==> src/rtl/bep_pkg.sv <==
// bep_pkg: shared definitions for the BEP thermostat frame encoder.
//   - FRAME_BITS and the field widths of the 192-bit frame
//   - host byte-address map (ADDR_ID0..ADDR_TAIL3), same map as the decoder
//   - FSM state encoding (IDLE/SHIFT/GAP)
//   - default fixed-field values (PREAMBLE/TYPE_1/TYPE_2/CONSTANT)
//   - frame_t: packed frame layout; the first member is the first bit sent
package bep_pkg;

  localparam int FRAME_BITS    = 192;
  localparam int PREAMBLE_W    = 32;
  localparam int TYPE_W        = 16;
  localparam int CONSTANT_W    = 32;
  localparam int ID_W          = 32;
  localparam int TEMP_W        = 16;
  localparam int BYTE_W        = 8;

  localparam logic [3:0] ADDR_ID0   = 4'd0;
  localparam logic [3:0] ADDR_ID1   = 4'd1;
  localparam logic [3:0] ADDR_ID2   = 4'd2;
  localparam logic [3:0] ADDR_ID3   = 4'd3;
  localparam logic [3:0] ADDR_ROOM0 = 4'd4;
  localparam logic [3:0] ADDR_ROOM1 = 4'd5;
  localparam logic [3:0] ADDR_SET0  = 4'd6;
  localparam logic [3:0] ADDR_SET1  = 4'd7;
  localparam logic [3:0] ADDR_STATE = 4'd8;
  localparam logic [3:0] ADDR_TAIL1 = 4'd9;
  localparam logic [3:0] ADDR_TAIL2 = 4'd10;
  localparam logic [3:0] ADDR_TAIL3 = 4'd11;

  localparam logic [1:0] ST_IDLE  = 2'd0;
  localparam logic [1:0] ST_SHIFT = 2'd1;
  localparam logic [1:0] ST_GAP   = 2'd2;

  localparam logic [PREAMBLE_W-1:0] DEF_PREAMBLE = 32'hAAAA_AAAA;
  localparam logic [TYPE_W-1:0]     DEF_TYPE_1   = 16'h0000;
  localparam logic [TYPE_W-1:0]     DEF_TYPE_2   = 16'h0000;
  localparam logic [CONSTANT_W-1:0] DEF_CONSTANT = 32'h0000_0000;

  typedef struct packed {
    logic [PREAMBLE_W-1:0] preamble;
    logic [TYPE_W-1:0]     type_1;
    logic [TYPE_W-1:0]     type_2;
    logic [CONSTANT_W-1:0] cnst;
    logic [ID_W-1:0]       thermostat_id;
    logic [TEMP_W-1:0]     room_temp;
    logic [TEMP_W-1:0]     set_temp;
    logic [BYTE_W-1:0]     state;
    logic [BYTE_W-1:0]     tail_1;
    logic [BYTE_W-1:0]     tail_2;
    logic [BYTE_W-1:0]     tail_3;
  } frame_t;

endpackage

==> src/rtl/serial_bit_timer.sv <==
// serial_bit_timer: bit-clock generator for serial_encode.
// Each bit is CLK_DIV system clocks low followed by CLK_DIV clocks high.
//   clock, reset  system clock, synchronous active-high reset
//   enable        run the timer; when low the timer parks in the low phase
//   serial_clock  generated bit clock (registered)
//   bit_end       strobe on the final high-phase cycle of a bit
//   low_phase     high while serial_clock is low
module serial_bit_timer #(
  parameter int CLK_DIV = 4
) (
  input  logic clock,
  input  logic reset,
  input  logic enable,
  output logic serial_clock,
  output logic bit_end,
  output logic low_phase
);

  localparam int CW = (CLK_DIV > 1) ? $clog2(CLK_DIV) : 1;
  localparam logic [CW-1:0] LAST = CW'(CLK_DIV - 1);

  logic [CW-1:0] cnt;
  logic          phase;

  // Disabled means restart from the beginning of a low phase, so the
  // first enabled cycle is always low-phase cycle 0.
  always_ff @(posedge clock) begin
    if (reset || !enable) begin
      cnt   <= '0;
      phase <= 1'b0;
    end else if (cnt == LAST) begin
      cnt   <= '0;
      phase <= ~phase;
    end else begin
      cnt   <= cnt + CW'(1);
    end
  end

  assign serial_clock = phase;
  assign low_phase    = ~phase;
  assign bit_end      = enable && phase && (cnt == LAST);

endmodule

==> src/rtl/serial_encode.sv <==
// serial_encode: host-loaded BEP thermostat frame transmitter.
// The host writes field bytes over address/write_data/write_en, then pulses
// start; one 192-bit frame is shifted out MSB first on serial_clock /
// serial_data, followed by GAP_CYCLES idle clocks and a done pulse.
// Optional macro FRAME_REPEAT_EN adds repeat_count: the snapshot is resent
// repeat_count+1 times, with a single done after the last one.
// Ports:
//   clock, reset        system clock, synchronous active-high reset
//   address[3:0]        field byte select (12-15 ignored)
//   write_data[7:0]     byte to store
//   write_en            store write_data at address
//   start               one-cycle send request (ignored while busy)
//   repeat_count[3:0]   extra repeats (FRAME_REPEAT_EN only)
//   serial_clock        bit clock, idle low
//   serial_data         frame bit, stable across rising serial_clock
//   busy                frame in progress
//   done                one-cycle completion pulse
module serial_encode
  import bep_pkg::*;
#(
  parameter int                      CLK_DIV    = 4,
  parameter int                      GAP_CYCLES = 16,
  parameter logic [PREAMBLE_W-1:0]   PREAMBLE   = DEF_PREAMBLE,
  parameter logic [TYPE_W-1:0]       TYPE_1     = DEF_TYPE_1,
  parameter logic [TYPE_W-1:0]       TYPE_2     = DEF_TYPE_2,
  parameter logic [CONSTANT_W-1:0]   CONSTANT   = DEF_CONSTANT
) (
  input  logic       clock,
  input  logic       reset,
  input  logic [3:0] address,
  input  logic [7:0] write_data,
  input  logic       write_en,
  input  logic       start,
`ifdef FRAME_REPEAT_EN
  input  logic [3:0] repeat_count,
`endif
  output logic       serial_clock,
  output logic       serial_data,
  output logic       busy,
  output logic       done
);

  localparam int GW = (GAP_CYCLES > 1) ? $clog2(GAP_CYCLES) : 1;
  localparam logic [GW-1:0] GAP_LAST = GW'(GAP_CYCLES - 1);
  localparam logic [7:0]    BIT_TOP  = 8'(FRAME_BITS - 1);

  logic [ID_W-1:0]       id_r;
  logic [TEMP_W-1:0]     room_r, set_r;
  logic [BYTE_W-1:0]     state_r, tail1_r, tail2_r, tail3_r;

  logic [1:0]            fsm;
  logic [FRAME_BITS-1:0] shreg;
  logic [7:0]            bit_cnt;
  logic [GW-1:0]         gap_cnt;
  frame_t                frame_now;

`ifdef FRAME_REPEAT_EN
  logic [FRAME_BITS-1:0] snap;
  logic [3:0]            rep_left;
`endif

  logic bit_end, low_phase, adv;

  serial_bit_timer #(.CLK_DIV(CLK_DIV)) u_timer (
    .clock        (clock),
    .reset        (reset),
    .enable       (fsm == ST_SHIFT),
    .serial_clock (serial_clock),
    .bit_end      (bit_end),
    .low_phase    (low_phase)
  );

  // Advance only out of a high phase so data moves while the clock falls.
  assign adv = bit_end && !low_phase;

  always_comb begin
    frame_now               = '0;
    frame_now.preamble      = PREAMBLE;
    frame_now.type_1        = TYPE_1;
    frame_now.type_2        = TYPE_2;
    frame_now.cnst          = CONSTANT;
    frame_now.thermostat_id = id_r;
    frame_now.room_temp     = room_r;
    frame_now.set_temp      = set_r;
    frame_now.state         = state_r;
    frame_now.tail_1        = tail1_r;
    frame_now.tail_2        = tail2_r;
    frame_now.tail_3        = tail3_r;
  end

  // Shifting in zeros leaves shreg empty after the last bit, which is what
  // holds serial_data low during GAP and IDLE.
  assign serial_data = shreg[FRAME_BITS-1];

  always_ff @(posedge clock) begin
    if (reset) begin
      id_r    <= '0;
      room_r  <= '0;
      set_r   <= '0;
      state_r <= '0;
      tail1_r <= '0;
      tail2_r <= '0;
      tail3_r <= '0;
      fsm     <= ST_IDLE;
      shreg   <= '0;
      bit_cnt <= '0;
      gap_cnt <= '0;
      busy    <= 1'b0;
      done    <= 1'b0;
`ifdef FRAME_REPEAT_EN
      snap     <= '0;
      rep_left <= '0;
`endif
    end else begin
      done <= 1'b0;

      // Field writes land on this edge; a same-cycle start snapshots
      // frame_now, which still holds the old values.
      if (write_en) begin
        case (address)
          ADDR_ID0:   id_r[7:0]     <= write_data;
          ADDR_ID1:   id_r[15:8]    <= write_data;
          ADDR_ID2:   id_r[23:16]   <= write_data;
          ADDR_ID3:   id_r[31:24]   <= write_data;
          ADDR_ROOM0: room_r[7:0]   <= write_data;
          ADDR_ROOM1: room_r[15:8]  <= write_data;
          ADDR_SET0:  set_r[7:0]    <= write_data;
          ADDR_SET1:  set_r[15:8]   <= write_data;
          ADDR_STATE: state_r       <= write_data;
          ADDR_TAIL1: tail1_r       <= write_data;
          ADDR_TAIL2: tail2_r       <= write_data;
          ADDR_TAIL3: tail3_r       <= write_data;
          default: ;
        endcase
      end

      case (fsm)
        ST_IDLE: begin
          if (start) begin
            shreg   <= frame_now;
            bit_cnt <= BIT_TOP;
            busy    <= 1'b1;
            fsm     <= ST_SHIFT;
`ifdef FRAME_REPEAT_EN
            snap     <= frame_now;
            rep_left <= repeat_count;
`endif
          end
        end
        ST_SHIFT: begin
          if (adv) begin
            shreg <= {shreg[FRAME_BITS-2:0], 1'b0};
            if (bit_cnt == 8'd0) begin
              gap_cnt <= '0;
              fsm     <= ST_GAP;
            end else begin
              bit_cnt <= bit_cnt - 8'd1;
            end
          end
        end
        ST_GAP: begin
          if (gap_cnt == GAP_LAST) begin
`ifdef FRAME_REPEAT_EN
            if (rep_left != 4'd0) begin
              rep_left <= rep_left - 4'd1;
              shreg    <= snap;
              bit_cnt  <= BIT_TOP;
              fsm      <= ST_SHIFT;
            end else begin
              busy <= 1'b0;
              done <= 1'b1;
              fsm  <= ST_IDLE;
            end
`else
            busy <= 1'b0;
            done <= 1'b1;
            fsm  <= ST_IDLE;
`endif
          end else begin
            gap_cnt <= gap_cnt + GW'(1);
          end
        end
        default: fsm <= ST_IDLE;
      endcase
    end
  end

endmodule

==> config.mk <==
export PLATFORM = sky130hd
export DESIGN_NAME = serial_encode
export DESIGN_NICKNAME = d
export VERILOG_FILES = /design/src/rtl/bep_pkg.sv /design/src/rtl/serial_bit_timer.sv /design/src/rtl/serial_encode.sv
export SDC_FILE = /design/constraint.sdc
export NUM_CORES = 1
export LEC_CHECK = 0
export ABC_AREA = 0
export BUFFER_PORTS_ARGS = -buffer_cell sky130_fd_sc_hd__clkbuf_2
export CAP_MARGIN = 20
export CORE_ASPECT_RATIO = 1.2
export CORE_UTILIZATION = 45
export CTS_BUF_LIST = sky130_fd_sc_hd__clkbuf_4 sky130_fd_sc_hd__clkbuf_8
export DETAILED_ROUTE_END_ITERATION = 8
export PLACE_DENSITY = 0.63
export REMOVE_ABC_BUFFERS = 1
export SLEW_MARGIN = 10
export SYNTH_ARGS = -nofsm -noshare
export SYNTH_HDL_FRONTEND = slang
export SYNTH_SLANG_ARGS = --single-unit
==> constraint.sdc <==
create_clock -name clock -period 4.7 [get_ports clock]
set_clock_uncertainty 0.2 [all_clocks]
set_input_delay 0.235 -clock clock [delete_from_list [all_inputs] [get_ports clock]]
set_output_delay 0.235 -clock clock [all_outputs]
set_load 0.03 [all_outputs]
==> summary.md, run 1 <==
| Metric | Value |
|---|---|
| VDD IR-drop max | `258 uV` |
| WS Path Type | `reg2reg` |
| DIE WIDTH | `151 um` |
| Worst hold path class | `in2reg` |
| Final Hold Fails | `0` |
| DIE AREA | `27100 sq um` |
| Vias per cell | `5.37` |
| Clock period minus worst slack | `2710 ps` |
| Seq/Total Area, Yosys | `51.6%` |
| Total global routing overflow | `0` |
| CP cell instances | `nor3b_2 -> a21o_4 -> buf_12 -> nor2_1 -> a311oi_1` |
| H-tree Lvls | `2` |
| Flop and latch count out of synthesis | `307` |
| Average size of a mapped cell | `8.44 sq um` |
| CP Capture Type | `flip-flop` |
| Top_reg_cell synth | `dfxtp_1` |
| Final setup viols | `0` |
| Post-DRT Antenna Nets | `0` |
| Post-Syn Area | `11900 sq um` |
| Fin Setup TNS | `0 ps` |
| Slew margin rel. | `32.1%` |
| Actual slew at the worst max-slew pin | `1020 ps` |
| Initial Utilization | `46.2%` |
| Status | `completed` |
| Reg clk slew, reported paths | `60 ps` |
| CTS tree | `built` |
| Pleak | `4.58 nW` |
| I/O pin count | `20` |
| Max Cap Viol | `0` |
| Slowest stage delay, CP | `680 ps` |
| Synth-to-layout area growth | `10.9%` |
| Buf/Inv on CP | `1` |
| Total power | `0.00566 W` |
| RePlAce Congestion | `0.745` |
| Final HPWL DP | `12800 um` |
| Setup crit start kind | `flip-flop` |
| Final #Nets | `1393` |
| Distinct cells, synth | `42` |
| Yosys top cell by area | `dfxtp_1` |
| Synth warnings | `0` |
| Final Core Density | `51.2%` |
| Worst Path Arrival | `2960 ps` |
| DRT iter0 DRCs | `565` |
| Required time of the critical path | `4950 ps` |
| Worst-case clock buffer depth | `3` |
| Synth top area cells | `dfxtp_1, nand2_1, mux2i_1` |
| Async SR Flop Fraction | `0%` |
| Placeable Area | `25800 sq um` |
| Fmax | `369 MHz` |
| Die Y | `180 um` |
| Largest net degree at the start of global routing | `178` |
| CTS root buffer | `clkbuf_8` |
| Initial antenna violation count | `0` |
| DP Area | `12000 sq um` |
| Clock sink count | `307` |
| Num rows | `64` |
| Diode count | `0` |
| Post-synth EDFFs | `0` |
| Pins Over Slew Limit | `0` |
| Vias in the first global route | `8866` |
| Vias | `9320` |
| GRT Total Usage | `18.5%` |
| Cell Pwr Density | `428 nW/um^2` |
| Mapped Cells | `1411` |
| 1st-pass router iterations | `5` |
| Average wire per standard cell | `14.2 um` |
| Worst-Skew Late Latency | `570 ps` |
| Total Wirelength | `24600 um` |
| Layout fillers | `2480` |
| Post-route design area | `13200 sq um` |
| RSZ-0062 raised after global routing | `no` |
| Post-cts sizing count | `0` |
| Layout cells sized above 1 | `9.32%` |
| WHS | `32.9 ps` |
| Num CTS Buffers | `51` |
| Slowest cell on the critical path | `a21o_4` |
| PortBufs | `19` |
| Kind of cell adding the most delay to the critical path | `compound AO/OA/AOI/OAI gates` |
| First-pass GRT wire length | `41900 um` |
| Synth top area share | `51.6%` |
| # DRC | `0` |
| Max FO, Critical Path | `107` |
| Fin crit share | `57.6%` |
## per-stage QoR
stage / cells / worst slack [ps]
global route: 1735 / 1780
CTS: 1734 / 1970
finish: 1735 / 1990
floorplan: 1282 / -8990
global placement: 1642 / 2050
detailed placement: 1642 / 1980
## kinds of logic after synthesis
group,Yosys count,synth area share [%]
muxes,89,7.48
AOI/OAI and AO/OA,212,12.3
buffers and inverters,133,4.67
xor gates and xnor gates,1,0.0735
adders and majority gates,4,0.420
DFF,307,51.6
and+or+nand+nor,665,23.5
## worst register-to-register path, cell delays in order, from the launching register on
cell and delay (ps):
dfxtp_1 400, nor3b_2 470, a21o_4 680, buf_12 480, nor2_1 120, a311oi_1 260
## where the power goes
| group | internal (W) | switching (W) |
|---|---|---|
| clock | 0.00143 | 0.00102 |
| combinational | 0.000133 | 0.000312 |
| sequential | 0.00270 | 0.0000535 |
| total | 0.00427 | 0.00139 |
## repair_timing
item	in CTS	in global routing
hold buffers	7	0
hold endpoints to repair	60	0
setup buffers	0	0
## state kept, by name (all words and copies together) (netlist names)
| register | cells |
|---|---|
| tail2_r | 8 |
| u_timer.cnt | 2 |
| room_r | 16 |
| state_r | 8 |
| done | 1 |
| bit_cnt | 8 |
| id_r | 32 |
| fsm | 2 |
| shreg | 192 |
| tail1_r | 8 |
| u_timer.serial_clock | 1 |
| set_r | 16 |
| gap_cnt | 4 |
| busy | 1 |
| tail3_r | 8 |
## final cells by class
type / count / area [sq um] / area share [%]
Sequential cell: 307 / 6150 / 46.5
Timing Repair Buffer: 38 / 323 / 2.44
Clock inverter: 7 / 87.6 / 0.663
Multi-Input combinational cell: 971 / 5240 / 39.7
Clock buffer: 78 / 986 / 7.46
Tap cell: 330 / 413 / 3.12
Inverter: 4 / 15.0 / 0.114
## final timing paths
path / start / depth (start not counted) / slack (ps) / to
max reg2reg: fsm[0] / 5 / 1990 / shreg[81]
min reg2reg: u_timer.cnt[0] / 1 / 230 / u_timer.cnt[0]
max: fsm[0] / 5 / 1990 / shreg[81]
min: write_data[1] / 3 / 30 / id_r[1]
## synthesized netlist by cell type (2+ instances only)
cell and count:
a211oi_1 3, a21o_1 2, a21oi_1 94, a311oi_1 96, a31oi_1 4, buf_1 8, buf_2 33, buf_4 4
clkbuf_1 83, dfxtp_1 307, ha_1 4, inv_1 4, mux2i_1 89, nand2_1 283, nand2b_1 4, nand3_1 92
nand3b_1 4, nor2_1 213, nor2_2 4, nor2b_1 4, nor3_1 35, nor3b_1 2, nor4_1 3, o21ai_0 4
o31ai_1 5, or2_2 2, or3_1 4, or3_2 2, or3b_2 2, or4_1 5
## per-layer routing
layer | GRT usage [%] | wire, um
met4 | 5.58 | 488
met2 | 31.9 | 11500
met1 | 23.1 | 11500
met3 | 3.37 | 1060
met5 | 0 | 0
## cells in the final DEF (no fill, tap or decap), types with 3 or more instances in the layout
cell type / instances
a211oi_1: 3
a21oi_1: 93
a311oi_1: 96
a31oi_1: 4
buf_12: 3
buf_4: 8
clkbuf_2: 18
clkbuf_4: 14
clkbuf_8: 64
clkinv_2: 4
dfxtp_1: 307
dlygate4sd3_1: 7
ha_1: 4
inv_1: 4
mux2i_1: 89
nand2_1: 283
nand2b_1: 3
nand3_1: 92
nand3b_1: 4
nor2_1: 213
nor2_2: 4
nor2b_1: 3
nor3_1: 35
nor4_1: 3
o21ai_0: 4
o31ai_1: 5
or3_1: 4
or4_1: 5
Power figures use the tool's default switching activity.
==> inputs of run 2 (changes only) <==
==> constraint.sdc (replaced) <==
create_clock -name clock -period 2.5 [get_ports clock]
set_clock_uncertainty 0.2 [all_clocks]
set_input_delay 0.125 -clock clock [delete_from_list [all_inputs] [get_ports clock]]
set_output_delay 0.125 -clock clock [all_outputs]
set_load 0.03 [all_outputs]
==> summary.md, run 2 (synthesis results as in run 1) <==
| Metric | Value |
|---|---|
| Worst Path Arrival | `2460 ps (-500 ps)` |
| DRT iter0 DRCs | `463 (-18%)` |
| Num CTS Buffers | `47 (-7.8%)` |
| Multi-input gate area | `5240 sq um (unchanged)` |
| Post-cts sizing count | `0 (unchanged)` |
| Setup crit start | `fsm[0]` |
| RSZ-0062 raised after global routing | `no` |
| 1st-pass router iterations | `5 (unchanged)` |
| First-pass GRT wire length | `42500 um (+1.5%)` |
| GRT Total Usage | `18.7% (+0.21 points)` |
| Slowest stage delay, CP | `510 ps (-170 ps)` |
| Commonest non-fill, non-tap cell in the layout | `dfxtp_1` |
| Post-DRT Antenna Nets | `0 (unchanged)` |
| Largest net degree at the start of global routing | `129 (-28%)` |
| Worst-Skew Late Latency | `550 ps (-20 ps)` |
| Max FO, Critical Path | `30 (-72%)` |
| Diode count | `0 (unchanged)` |
| PortBufs | `19 (unchanged)` |
| Fin crit share | `88.8% (+31 points)` |
| Slowest cell on the critical path | `dfxtp_1` |
| Kind of cell adding the most delay to the critical path | `compound AO/OA/AOI/OAI gates` |
| VDD IR-drop max | `458 uV (+77%)` |
| Layout fillers | `2460 (-0.81%)` |
| Final HPWL DP | `13100 um (+2.5%)` |
| Placeable Area | `25800 sq um (unchanged)` |
| DIE AREA | `27100 sq um (unchanged)` |
| Worst Hold End | `room_r[1]` |
| CTS root buffer | `clkbuf_8` |
| Worst-case clock buffer depth | `3 (unchanged)` |
| Pins Over Slew Limit | `0 (unchanged)` |
| Layout cells sized above 1 | `9.45% (+0.13 points)` |
| Register Area | `6150 sq um (unchanged)` |
| RePlAce Congestion | `0.721 (-3.3%)` |
| Number of post-CTS setup repair buffers | `0 (unchanged)` |
| Final WS setup | `280 ps (-1710 ps)` |
| Flop2flop setup slack | `280 ps (-1710 ps)` |
| Required time of the critical path | `2740 ps (-2210 ps)` |
| Final Hold Fails | `0 (unchanged)` |
| Final setup viols | `0 (unchanged)` |
| Clock sink count | `307 (unchanged)` |
| Post-route design area | `13300 sq um (+0.65%)` |
| Worst reg2reg path depth | `5 (unchanged)` |
| Total global routing overflow | `0 (unchanged)` |
| Vias per cell | `5.38 (+0.23%)` |
| HP Start | `write_data[1]` |
| I/O pin count | `20 (unchanged)` |
| Status | `completed` |
| Buf/Inv on CP | `1 (unchanged)` |
| WHS Path Cells | `3 (unchanged)` |
| Initial antenna violation count | `0 (unchanged)` |
| CP cell instances | `nor2b_4 -> a21o_4 -> buf_4 -> nor2_1 -> a311oi_1` |
| Post-Layout Cell Count | `1748 (+0.75%)` |
| DIE WIDTH | `151 um (unchanged)` |
| H-tree Lvls | `2 (unchanged)` |
| Die Y | `180 um (unchanged)` |
| Synth-to-layout area growth | `11.6%` |
| Pre-CTS setup slack | `316 ps (-1670 ps)` |
| Initial Utilization | `46.2% (unchanged)` |
| Cell Pwr Density | `767 nW/um^2 (+79%)` |
| Reg clk slew, reported paths | `60 ps (about the same)` |
| Final Core Density | `51.6% (+0.33 points)` |
| Worst hold path class | `in2reg` |
| Slew margin rel. | `59.9% (+28 points)` |
| Vias in the first global route | `9019 (+1.7%)` |
| Max Cap Viol | `0 (unchanged)` |
| CTS tree | `built` |
| Vias | `9411 (+0.98%)` |
| Fin Setup TNS | `0 ps (unchanged)` |
| Dpl cells | `1653 (+0.67%)` |
| Final #Nets | `1409 (+1.1%)` |
| WS Path Type | `reg2reg` |
| Num rows | `64 (unchanged)` |
| Setup crit start kind | `flip-flop` |
| Clock period minus worst slack | `2220 ps (-487 ps)` |
| Pleak | `4.62 nW (+0.92%)` |
| Fmax | `450 MHz (+22%)` |
| # DRC | `0 (unchanged)` |
| Worst reg2reg startpoint | `fsm[0]` |
| Top flop regs | `shreg (192), id_r (32)` |
| Total Wirelength | `24600 um (about the same)` |
| DP Area | `12200 sq um (+1.2%)` |
| Actual slew at the worst max-slew pin | `601 ps (-417 ps)` |
| Max reg flops | `192 (unchanged)` |
| Commonest non-fill, non-tap cells in the layout | `dfxtp_1, nand2_1, nor2_1, a311oi_1, a21oi_1` |
| CP Capture Type | `flip-flop` |
| Register with the most flip-flops | `shreg` |
| R2R Path End | `shreg[11]` |
| Average wire per standard cell | `14.1 um (-0.78%)` |
[run 2: cell count changes in the layout (fill, tap and decap cells not counted), sizes merged]
cell / before / now
buf: 13 / 23
dlygate4sd3: 7 / 17
bufinv: 2 / 0
clkbuf: 96 / 95
clkinv: 4 / 0
[run 2: how the worst max path moves through the flow]
stage | end | depth (start not counted)
floorplan | bit_cnt[6] | 4
global placement | bit_cnt[1] | 6
detailed placement | bit_cnt[1] | 5
CTS | id_r[1] | 8
global route | bit_cnt[0] | 5
finish | shreg[11] | 5
[run 2: report_power, final]
part | switching [W] | internal [W]
sequential | 0.000103 | 0.00508
clock | 0.00180 | 0.00233
combinational | 0.000596 | 0.000281
[run 2: metrics by stage]
step | total power, W | hold WS, ps
floorplan | 0.00584 | -5.93
global placement | 0.00614 | 216
detailed placement | 0.00615 | 234
CTS | 0.0103 | 10.3
global route | 0.0107 | 20.6
finish | 0.0102 | 40.3
[run 2: metal layers]
layer  GRT usage (%)  vias to the layer above  wire length, um
met5               0                        -                0
met1            23.6                     4478            11700
li1                -                     4786                -
met2            32.7                      107            11800
met4            4.81                        0              456
met3            2.96                       40              653
[run 2: cell type report]
| cell class | instances | area share (%) |
|---|---|---|
| Multi-Input combinational cell | 971 | 39.4 |
| Sequential cell | 307 | 46.2 |
| Clock inverter | 1 | 0.0564 |
| Clock buffer | 77 | 7.03 |
| Inverter | 4 | 0.113 |
| Timing Repair Buffer | 58 | 4.06 |
| Tap cell | 330 | 3.10 |
[run 2: worst min-delay path: stages]
cell and delay, ps:
clkbuf_2 330, mux2i_1 230, nor2_1 50
[run 2: repair_timing]
item | CTS | global route
setup endpoints to repair | 0 | 1
hold buffers | 15 | 3
hold endpoints to repair | 137 | 7
